[config.mk]
export PLATFORM = sky130hd
export DESIGN_NAME = ram_dump_tx
export DESIGN_NICKNAME = d
export VERILOG_FILES = /design/src/rtl/ram_dump_tx.sv
export SDC_FILE = /design/constraint.sdc
export NUM_CORES = 1
export LEC_CHECK = 0
export CORE_UTILIZATION = 50
export DETAILED_ROUTE_END_ITERATION = 12
export PLACE_DENSITY = 0.87
export SETUP_SLACK_MARGIN = 0.5
export SYNTH_ARGS = -nofsm -noshare
export SYNTH_HDL_FRONTEND = slang
export SYNTH_SLANG_ARGS = --single-unit
[constraint.sdc]
create_clock -name clk -period 1.8 [get_ports clk]
set_input_delay 0.45 -clock clk [delete_from_list [all_inputs] [get_ports clk]]
set_output_delay 0.45 -clock clk [all_outputs]
set_load 0.005 [all_outputs]
[src/rtl/ram_dump_tx.sv]
// rtl/ram_dump_tx.sv - streams RAM[0..LAST_ADDR] out as 8N1 UART frames on a button edge
// Optional trailing checksum frame: define RAM_DUMP_CHECKSUM_EN.
module ram_dump_tx #(
  parameter int         CLKS_PER_BIT = 868,
  parameter logic [3:0] LAST_ADDR    = 4'hF
) (
  input  logic       clk,
  input  logic       reset,
  input  logic       start,
  input  logic       dump_btn,
  output logic [3:0] ram_rd_addr,
  input  logic [7:0] ram_rd_data,
  output logic       uart_tx,
  output logic       busy,
  output logic [3:0] cur_addr,
  output logic       done
);

  localparam logic [11:0] BAUD_MAX = 12'(CLKS_PER_BIT - 1);

  typedef enum logic [3:0] {
    IDLE, FETCH, LOAD, START_BIT, DATA_BITS, STOP_BIT, NEXT, DONE
`ifdef RAM_DUMP_CHECKSUM_EN
    , CSUM_LOAD
`endif
  } state_t;

  state_t      state;
  logic [3:0]  addr;
  logic [7:0]  shreg;
  logic [11:0] baud_cnt;
  logic [2:0]  bit_cnt;
  logic        btn_prev;
  logic        baud_end;
`ifdef RAM_DUMP_CHECKSUM_EN
  logic [7:0]  csum;
  logic        csum_phase;
`endif

  // Address register feeds the RAM directly so data is ready by the end of FETCH.
  assign ram_rd_addr = addr;
  assign baud_end    = (baud_cnt == BAUD_MAX);

  always_ff @(posedge clk) begin
    if (!reset) begin
      state    <= IDLE;
      addr     <= 4'd0;
      shreg    <= 8'd0;
      baud_cnt <= 12'd0;
      bit_cnt  <= 3'd0;
      btn_prev <= 1'b1;
      uart_tx  <= 1'b1;
      busy     <= 1'b0;
      cur_addr <= 4'd0;
      done     <= 1'b0;
`ifdef RAM_DUMP_CHECKSUM_EN
      csum       <= 8'd0;
      csum_phase <= 1'b0;
`endif
    end else begin
      btn_prev <= dump_btn;
      done     <= 1'b0;
      case (state)
        IDLE: begin
          uart_tx <= 1'b1;
          if (!start && dump_btn && !btn_prev) begin
            addr  <= 4'd0;
            busy  <= 1'b1;
            state <= FETCH;
`ifdef RAM_DUMP_CHECKSUM_EN
            csum       <= 8'd0;
            csum_phase <= 1'b0;
`endif
          end
        end
        FETCH: state <= LOAD;
        LOAD: begin
          shreg    <= ram_rd_data;
          cur_addr <= addr;
          uart_tx  <= 1'b0;
          baud_cnt <= 12'd0;
          state    <= START_BIT;
`ifdef RAM_DUMP_CHECKSUM_EN
          csum <= csum + ram_rd_data;
`endif
        end
        START_BIT: begin
          if (baud_end) begin
            baud_cnt <= 12'd0;
            uart_tx  <= shreg[0];
            state    <= DATA_BITS;
          end else begin
            baud_cnt <= baud_cnt + 12'd1;
          end
        end
        DATA_BITS: begin
          if (baud_end) begin
            baud_cnt <= 12'd0;
            if (bit_cnt == 3'd7) begin
              bit_cnt <= 3'd0;
              uart_tx <= 1'b1;
              state   <= STOP_BIT;
            end else begin
              bit_cnt <= bit_cnt + 3'd1;
              shreg   <= {1'b0, shreg[7:1]};
              uart_tx <= shreg[1];
            end
          end else begin
            baud_cnt <= baud_cnt + 12'd1;
          end
        end
        STOP_BIT: begin
          if (baud_end) begin
            baud_cnt <= 12'd0;
            state    <= NEXT;
          end else begin
            baud_cnt <= baud_cnt + 12'd1;
          end
        end
        NEXT: begin
`ifdef RAM_DUMP_CHECKSUM_EN
          if (csum_phase)
            state <= DONE;
          else if (addr == LAST_ADDR)
            state <= CSUM_LOAD;
`else
          if (addr == LAST_ADDR)
            state <= DONE;
`endif
          else begin
            addr  <= addr + 4'd1;
            state <= FETCH;
          end
        end
`ifdef RAM_DUMP_CHECKSUM_EN
        CSUM_LOAD: begin
          shreg      <= csum;
          csum_phase <= 1'b1;
          uart_tx    <= 1'b0;
          baud_cnt   <= 12'd0;
          state      <= START_BIT;
        end
`endif
        DONE: begin
          done  <= 1'b1;
          busy  <= 1'b0;
          state <= IDLE;
        end
        default: begin
          uart_tx <= 1'b1;
          state   <= IDLE;
        end
      endcase
    end
  end

endmodule

==> results_dict.tcl <==
set metrics [dict create \
    p_leak_nw 1.22 \
    fmax_mhz 528 \
    place_ws_ns -0.142 \
    failed_checks "setup timing" \
    port_buffers 22 \
    tightest_slew_ns 0.346 \
    hold_class "flop to flop" \
    drt-total-wl_um 7040 \
    dpl.hpwl_um 3140 \
    seqPwrFrac 0.297 \
    drc_errors 0 \
    yosysTopAreaCellShare 0.389 \
    critPathCaptureType "flop" \
    fillerInstances 177 \
    core_um2 3720 \
    netlist_area_um2 1960 \
    cts_num_sinks 38 \
    synth.largest_area_cell "dfxtp_1" \
    fin_ws_ns -0.0929 \
    detail-route-antenna-nets 0 \
    antenna-diode-count 0 \
    vias_per_cell 6.15 \
    grt_max_degree 19 \
    finalHoldViolations 0 \
    area_delta_synth_final_pct 65.2 \
    power_mw 3.41 \
    synth_seq_area_share 0.389 \
    first_iter_violations 219 \
    htreeDepth 2 \
    slew_viol_final 0 \
    die_height_um 64.6 \
    dr.pass1.iters 4 \
    critPathSlowestCell "or4b_4" \
    p_comb_frac 0.476 \
    p_clk_frac 0.227 \
    fin_nets 311 \
    start_util 0.527 \
    critical_path_arrival_ns 2.13 \
    synth_seq_cells 38 \
    swShare 0.354 \
    die_area_um2 4170 \
    placed_area_um2 2420 \
    p_int_mw 2.20 \
    path_buf_inv 0 \
    critPathMaxFanout 7 \
    p_per_area_nw_per_um2 1050 \
    antenna_found_initial 0 \
    grt_pass1_vias 1958 \
    syn_area_per_cell_um2 9.14 \
    maxCapViolations 0 \
    fp.dieW_um 64.6 \
    worstPathCellList "ha_4, ha_4, or4b_4, and3b_2, a32oi_2, o22ai_2" \
    path_delay_family "simple AND/OR/NAND/NOR gates" \
    rsz0062_at_grt "yes" \
    setup_tns_ns -0.428 \
    clockBufferDepth 2 \
    overflow 0 \
    setup_viol_count_final 8 \
    grt_pass1_wl_um 9490 \
    clk_latency_ns 0.30 \
    cts_tree "yes" \
    slew_headroom 0.767 \
    start_kind "flop" \
    max_stage_delay_ns 0.50 \
    skew_ns 0.0112 \
    worstPathRequired_ns 2.03 \
    cts.clk_slew.worst_paths_ns 0.08 \
    grt_usage 0.299 \
    final_util 0.870 \
    status "complete, but fails checks" \
    whs_ns 0.472 \
    drive_gt1_frac 0.544 \
    postSynthNetCount 230 \
    synth.distinct_cells 52 \
    cts_buffers 5 \
    design_area_um2 3230 \
    fin_crit_ns 1.89 \
    io_pins 23 \
    root_buffer "clkbuf_8" \
    synthCells 214 \
    cp_common_cell "ha_4" \
    gp_congestion 0.871 \
    dr_total_vias 2114 \
    wl_per_cell_um 20.5 \
    ys.warnings.count 0 \
    final.period_utilization 1.05 \
    p_sw_mw 1.21 \
    critPathKind "flop to flop" \
    instances_no_fill 344 \
    max-vdd-ir-drop_uv 981 \
    synthTopCellsByArea "dfxtp_1 39%, nand2_1 3.6%, mux2i_1 3.6%" \
    fp-row-count 22 \
    placed_cells 292 \
]
tightest hold or removal path, cell delays in order, from the launching register on:
cell and delay, ns:
dfxtp_1 0.31, nand2_1 0.05, o22ai_1 0.06
repair_timing:
action	4_1_cts	5_1_grt
hold buffers	0	0
resized for setup	98	46
setup buffers	24	18
gates cloned	2	0
hold endpoints to repair	0	0
pin swaps	31	28
setup endpoints to repair	46	43
path summary, 6_finish.rpt:
| kind | startpoint | endpoint | slack, ns | depth (start not counted) |
|---|---|---|---|---|
| worst max-delay path | bit_cnt[1]$_SDFFE_PN0P_ | shreg[2]$_SDFFE_PN0P_ | -0.09 | 6 |
| worst min register to register | shreg[6]$_SDFFE_PN0P_ | shreg[6]$_SDFFE_PN0P_ | 0.47 | 2 |
| worst min-delay path | shreg[6]$_SDFFE_PN0P_ | shreg[6]$_SDFFE_PN0P_ | 0.47 | 2 |
| worst max register to register | bit_cnt[1]$_SDFFE_PN0P_ | shreg[2]$_SDFFE_PN0P_ | -0.09 | 6 |
state kept, by name (all words and copies together), names as in the netlist, 3 cells and up:
name / cells
bit_cnt: 3
shreg: 8
state: 3
cur_addr: 4
ram_rd_addr: 4
baud_cnt: 12
routing by layer:
layer,global-route usage,routed length (µm)
met1,0.369,2900
met2,0.511,3550
met3,0.0546,335
met4,0.119,249
met5,0,0
layout by cell type (no fill, tap or decap), drive strengths merged, types with 2 or more instances in the layout:
cell	netlist	final
clkbuf	4	11
o21ai	9	9
ha	4	4
nor3	9	9
a41oi	3	3
dfxtp	38	38
mux2i	7	7
clkdlybuf4s50	0	9
o31ai	3	3
a21o	2	2
buf	7	68
and3b	3	3
nand4	6	6
xnor2	4	4
a21boi	2	2
o22ai	8	8
nor2	12	12
or4	2	2
dlygate4sd2	0	2
a21oi	8	8
clkdlybuf4s15	0	2
a32oi	7	7
nand3	14	14
nand2	19	19
and3	2	2
nor2b	2	2
inv	4	4
nor3b	3	3
a211oi	3	3
or3	5	5
xor2	5	5
a31oi	4	4
nand3b	2	2
cell families (layout without fill, tap and decap cells):
| family | after synthesis | after routing | synth area share |
|---|---|---|---|
| buffers and inverters | 16 | 98 | 0.0422 |
| xor gates and xnor gates | 9 | 9 | 0.0480 |
| and+or+nand+nor | 87 | 87 | 0.265 |
| adders and majority gates | 4 | 4 | 0.0256 |
| AOI/OAI and AO/OA | 53 | 53 | 0.194 |
| muxes | 7 | 7 | 0.0358 |
| DFF | 38 | 38 | 0.389 |
cells in the mapped netlist (all sizes together):
| cell type | count |
|---|---|
| and2 | 1 |
| dfxtp | 38 |
| or2 | 1 |
| a21boi | 2 |
| nand3b | 2 |
| nor4 | 1 |
| o22ai | 8 |
| nand2 | 19 |
| nand3 | 14 |
| o211ai | 1 |
| xnor2 | 4 |
| or4 | 2 |
| a21oi | 8 |
| nand4 | 6 |
| and4b | 1 |
| and3b | 3 |
| or4b | 1 |
| a31oi | 4 |
| a32oi | 7 |
| a41oi | 3 |
| a21o | 2 |
| and3 | 2 |
| clkbuf | 4 |
| nor3 | 9 |
| nor4b | 1 |
| o21a | 1 |
| o2bb2ai | 1 |
| nor3b | 3 |
| xor2 | 5 |
| a22oi | 1 |
| and4 | 1 |
| nand2b | 1 |
| a211oi | 3 |
| buf | 7 |
| inv | 4 |
| clkinv | 1 |
| nor2 | 12 |
| ha | 4 |
| or3 | 5 |
| o21ai | 9 |
| mux2i | 7 |
| o31ai | 3 |
| nor2b | 2 |
power by group through the flow:
stage,Combinational [mW],Clock [mW],Sequential (mW)
floorplan,0.730,0,1.00
global placement,0.921,0,1.01
detailed placement,0.937,0,1.02
CTS,1.19,0.766,1.01
global route,1.72,0.806,1.01
finish,1.62,0.773,1.01
cell type report:
class | instances | area [µm²] | area share
multi-input cells | 160 | 1460 | 0.453
flip-flops and latches | 38 | 823 | 0.255
repair buffers | 85 | 749 | 0.232
clock buffers | 7 | 86.3 | 0.0267
well taps | 48 | 60.1 | 0.0186
clock inverters | 1 | 30.0 | 0.00929
inverters | 5 | 18.8 | 0.00581
No activity file was read; power rests on OpenSTA's default activity.
